File: src/rtl/morse_pkg.sv
// morse_pkg: shared state encoding and Morse timing constants for controlador_morse
package morse_pkg;
  typedef enum logic [2:0] {IDLE, LOAD, MARK, SPACE, GAP} state_t;
  localparam int DOT_UNITS      = 1;
  localparam int DASH_UNITS     = 3;
  localparam int ELEM_GAP_UNITS = 1;
  localparam int CHAR_GAP_UNITS = 3;
  localparam int WORD_GAP_UNITS = 7;
  localparam int CODE_LEN       = 5;
  localparam int MAX_DIGIT      = 9;
endpackage

File: src/rtl/gerador_unidade.sv
// gerador_unidade: per-unit tick and unit count (0..6), restarted by clear on each state entry
module gerador_unidade #(
  parameter int UNIT_CYCLES = 4
) (
  input  logic       clk,
  input  logic       reset_n,
  input  logic       clear,
  output logic       tick,
  output logic [2:0] unit_cnt
);
  localparam int CW = UNIT_CYCLES > 1 ? $clog2(UNIT_CYCLES) : 1;
  logic [CW-1:0] cyc;
  assign tick = cyc == CW'(UNIT_CYCLES - 1);
  // cycle counter wraps each unit; unit counter saturates at the longest gap
  always_ff @(posedge clk or negedge reset_n) begin
    if (!reset_n) begin
      cyc      <= '0;
      unit_cnt <= '0;
    end else if (clear) begin
      cyc      <= '0;
      unit_cnt <= '0;
    end else if (tick) begin
      cyc      <= '0;
      unit_cnt <= unit_cnt == 3'd6 ? unit_cnt : unit_cnt + 3'd1;
    end else begin
      cyc <= cyc + CW'(1);
    end
  end
endmodule

File: src/rtl/controlador_morse.sv
// controlador_morse: digit handshake, encoder sequencing and Morse keying (word gap under MORSE_WORD_GAP_EN)
module controlador_morse
  import morse_pkg::*;
#(
  parameter int UNIT_CYCLES = 4
) (
  input  logic       clk,
  input  logic       reset_n,
  input  logic       in_valid,
  input  logic [3:0] in_digit,
  input  logic       in_eow,
  input  logic       abort,
  output logic       in_ready,
  output logic [3:0] enc_bits,
  output logic       enc_ready,
  output logic       enc_reset,
  input  logic [4:0] enc_code,
  output logic       key_out,
  output logic       busy,
  output logic       done,
  output logic       error
);
  state_t     state;
  logic [4:0] sh;
  logic [2:0] idx;
  logic       abort_q;
  logic       tick;
  logic [2:0] unit_cnt;
  logic [2:0] gap_u;
  logic [2:0] lim;
  logic       fin;
  logic       clr;
`ifdef MORSE_WORD_GAP_EN
  logic       eow_q;
`else
  logic       unused_eow;
  assign unused_eow = in_eow;
`endif

  assign in_ready  = reset_n && state == IDLE;
  assign busy      = state != IDLE;
  assign enc_reset = !reset_n || abort_q;

  gerador_unidade #(.UNIT_CYCLES(UNIT_CYCLES)) u_unit (
    .clk     (clk),
    .reset_n (reset_n),
    .clear   (clr),
    .tick    (tick),
    .unit_cnt(unit_cnt)
  );

  // length of the current state in units and the edge that closes it
  always_comb begin
`ifdef MORSE_WORD_GAP_EN
    gap_u = eow_q ? 3'(WORD_GAP_UNITS) : 3'(CHAR_GAP_UNITS);
`else
    gap_u = 3'(CHAR_GAP_UNITS);
`endif
    lim = state == MARK ? (sh[4] ? 3'(DOT_UNITS) : 3'(DASH_UNITS)) :
          state == GAP  ? gap_u : 3'(ELEM_GAP_UNITS);
    fin = tick && unit_cnt == lim - 3'd1;
    clr = state == IDLE || state == LOAD || fin || abort;
  end

  // sequencer with registered outputs; abort outside IDLE overrides every transition
  always_ff @(posedge clk or negedge reset_n) begin
    if (!reset_n) begin
      state     <= IDLE;
      sh        <= '0;
      idx       <= '0;
      abort_q   <= 1'b0;
      enc_bits  <= '0;
      enc_ready <= 1'b0;
      key_out   <= 1'b0;
      done      <= 1'b0;
      error     <= 1'b0;
`ifdef MORSE_WORD_GAP_EN
      eow_q     <= 1'b0;
`endif
    end else begin
      done    <= 1'b0;
      error   <= 1'b0;
      abort_q <= 1'b0;
      if (abort && state != IDLE) begin
        state     <= IDLE;
        key_out   <= 1'b0;
        enc_ready <= 1'b0;
        abort_q   <= 1'b1;
      end else begin
        case (state)
          IDLE: if (in_valid) begin
            if (in_digit > 4'(MAX_DIGIT)) begin
              error <= 1'b1;
            end else begin
              enc_bits  <= in_digit;
              enc_ready <= 1'b1;
              state     <= LOAD;
`ifdef MORSE_WORD_GAP_EN
              eow_q     <= in_eow;
`endif
            end
          end
          LOAD: begin
            sh        <= enc_code;
            idx       <= '0;
            enc_ready <= 1'b0;
            key_out   <= 1'b1;
            state     <= MARK;
          end
          MARK: if (fin) begin
            key_out <= 1'b0;
            state   <= idx < 3'(CODE_LEN - 1) ? SPACE : GAP;
          end
          SPACE: if (fin) begin
            idx     <= idx + 3'd1;
            sh      <= {sh[3:0], 1'b0};
            key_out <= 1'b1;
            state   <= MARK;
          end
          GAP: if (fin) begin
            state <= IDLE;
            done  <= 1'b1;
          end
          default: state <= IDLE;
        endcase
      end
    end
  end
endmodule

File: config.mk
export PLATFORM = sky130hd
export DESIGN_NAME = controlador_morse
export DESIGN_NICKNAME = d
export VERILOG_FILES = /design/src/rtl/morse_pkg.sv /design/src/rtl/gerador_unidade.sv /design/src/rtl/controlador_morse.sv
export SDC_FILE = /design/constraint.sdc
export NUM_CORES = 1
export LEC_CHECK = 0
export CAP_MARGIN = 25
export CORE_MARGIN = 4
export CORE_UTILIZATION = 30
export DETAILED_ROUTE_END_ITERATION = 7
export SLEW_MARGIN = 20
export SYNTH_ARGS = -nofsm -noshare
export SYNTH_HDL_FRONTEND = slang
export SYNTH_HIERARCHICAL = 1
export SYNTH_SLANG_ARGS = --single-unit
File: constraint.sdc
create_clock -name clk -period 4.8 [get_ports clk]
set_input_delay 0.96 -clock clk [delete_from_list [all_inputs] [get_ports clk]]
set_output_delay 0.96 -clock clk [all_outputs]
set_load 0.005 [all_outputs]
==> metrics.md <==
| Metric | Value |
|---|---|
| Final worst path period need | `3.545 ns` |
| Fin nets | `166` |
| DIE AREA | `5226 µm²` |
| Pleak | `0.6906 nW` |
| DRC viols | `0` |
| Top Metal Used | `met3` |
| Synthesized area | `1240 µm²` |
| Setup Skew | `0.003482 ns` |
| Setup violations, final | `0` |
| Area of the multi-input gates | `564.3 µm²` |
| Reg2Reg Setup Slack | `2.65 ns` |
| Final Hold Viols | `0` |
| Library cells used by synthesis | `34` |
| Yosys reg bits | `25` |
| Worst min path class | `flop to flop` |
| Buffers on Ports | `23` |
| Max_slew headroom | `0.4991` |
| Num ports | `25` |
| Layout cells sized above 1 | `0.1088` |
| Diode count | `0` |
| GRT Total Usage | `0.1010` |
| Post-Synthesis Cells | `122` |
| Ys async rst share | `1.000` |
| Initial antenna violation count | `0` |
| Slew Limit Fails | `0` |
| Status | `complete, no violations` |
| Synth Warn # | `6` |
| Met1 WL | `1151 µm` |
| Max Clk Rate | `0.2821 GHz` |
| Top_reg_cell synth | `dfrtp_1` |
| Clk sinks | `25` |
| Post_cts resized | `0` |
| Vias post-DR | `940` |
| Root Buffer | `clkbuf_8` |
| CTS Buffer Depth | `2` |
| Initial drt markers | `23` |
| Post-CTS setup repair buffer count | `0` |
| Number of enable flip-flop cells after synthesis | `0` |
| Die height | `72.29 µm` |
| Place WS | `1.188 ns` |
| Hpwl dp | `1939 µm` |
| Core area | `4000 µm²` |
| Fill cells | `409` |
| Worst R2R End | `idx[0]` |
| CP endpoint | `in_ready` |
| PwrDens | `324.6 nW/µm²` |
| Clk_lat worst skew | `0.27 ns` |
| Fin crit share | `0.7385` |
| CTS tree | `yes` |
| Number of buffers created by CTS | `3` |
| Post-DRT Antenna Nets | `0` |
| Startpoint class of the critical path | `primary input` |
| Clock H-tree levels | `1` |
| Syn_area_per_cell | `10.16 µm²` |
| FP Rows | `23` |
| Grt total ovfl | `0` |
| Reg2reg start | `u_unit/cyc[0]` |
| First-pass GRT wire length | `4298 µm` |
| Drt first pass iters | `4` |
| Final GP Congestion | `0.7561` |
| CP max FO | `15` |
| Post-Route WL | `2471 µm` |
| Most frequent cells in the layout | `dfrtp_1 (25), clkdlybuf4s50_1 (23), nor2_1 (18)` |
| Final setup slack of the worst path | `1.255 ns` |
| Worst hold slack | `0.4510 ns` |
| Pin count of the biggest net entering global routing | `16` |
| Register Area | `625.6 µm²` |
| Syn_nets | `140` |
| Worst EP arrival | `2.59 ns` |
| Area Overhead vs Synth | `27.14%` |
| Setup TNS | `0 ns` |
| Routed len/inst | `12.54 µm` |
| Met2 wire length | `1250 µm` |
| Req. time, crit path | `3.84 ns` |
| Setup crit end kind | `primary output` |
| Vias in the first global route | `948` |
| Metal3 WL | `69 µm` |
| RSZ-0062 raised after global routing | `no` |
| Die W | `72.29 µm` |
| Critical Path Source | `reset_n` |
| Starting density of the core | `0.3100` |
| Worst-margin pin slew | `0.7486 ns` |
| Max cap viols | `0` |
| Max VDD drop | `0.1327 mV` |
| Clock-pin slew on the worst setup and hold paths | `0.09 ns` |
| Worst-case reg-to-reg path depth | `6` |
| Seq/Total Area, Yosys | `0.5045` |
| # hold bufs at CTS | `0` |
| Setup Crit Path Kind | `primary input to primary output` |
| Drt via density | `4.772` |
| Commonest non-fill, non-tap cell in the layout | `dfrtp_1` |
stage by stage:
step	utilization	std cells	area, µm²	total power [mW]
3_3_place_gp	0.3819	193	1528	0.3864
4_1_cts	0.3941	197	1577	0.5197
3_5_place_dp	0.3819	193	1528	0.3922
5_1_grt	0.3941	197	1577	0.5487
6_report	0.3941	197	1577	0.5118
2_1_floorplan	-	122	1240	0.3240
per-layer routing:
layer / vias to the layer above / track usage
li1: 473 / -
met1: 456 / 0.1308
met2: 11 / 0.1780
met3: 0 / 0.01662
met4: 0 / 0.01879
met5: - / 0
flip-flops by register name, indices dropped and copies added, names as in the netlist, 2 cells and up:
name,cells
u_unit/cyc,2
u_unit/unit_cnt,3
sh,5
state,3
idx,3
enc_bits,4
critical path, stage by stage:
cell and delay (ns):
clkdlybuf4s50_1 0.90, and2_1 0.22, clkdlybuf4s50_1 0.50
cells by family (layout without fill, tap and decap cells):
logic type / after synthesis / count (layout) / synth area share
simple gates: 49 / 49 / 0.2008
flops: 25 / 25 / 0.5045
compound gates: 20 / 20 / 0.1160
buf+inv: 13 / 38 / 0.04036
mux: 11 / 11 / 0.09788
fa+ha+maj: 4 / 4 / 0.04036
synthesized netlist by cell type (2+ instances only):
cell      instances  area [µm²]
a21oi_1           7       35.03
clkbuf_1          2       7.510
dfrtp_1          25       625.6
ha_1              4       50.05
inv_1            10       37.54
mux2_1            2       22.52
mux2_2            4       45.04
mux2i_1           4       40.04
nand2_1          10       37.54
nand2b_1          3       18.77
nand3_1           3       15.01
nor2_1           18       67.56
nor2b_1           4       25.02
nor3_1            3       15.01
o21ai_0           3       15.01
o32ai_1           2       17.52
power by group:
group / total (mW) / internal [mW] / switching [mW]
combinational: 0.118 / 0.0697 / 0.0486
clock: 0.127 / 0.0588 / 0.0686
sequential: 0.266 / 0.244 / 0.0220
cell type report:
cell class                 instances  area share
sequential                        25      0.3968
timing repair buffer              24      0.1508
tap                               50     0.03968
inverter                          10     0.02381
multi-input combinational         84      0.3579
clock buffer                       3     0.02619
clock inverter                     1    0.004762
worst min-delay path by stage:
stage,cells after the start,startpoint,end
after global routing,1,u_unit/cyc[0],u_unit/cyc[0]
after floorplan,1,u_unit/cyc[0],u_unit/cyc[0]
final,1,u_unit/cyc[0],u_unit/cyc[0]
after CTS,1,u_unit/cyc[0],u_unit/cyc[0]
after detailed placement,1,u_unit/cyc[0],u_unit/cyc[0]
after global placement,1,u_unit/cyc[0],u_unit/cyc[0]
Note: power is estimated with default switching activity, not from simulation.
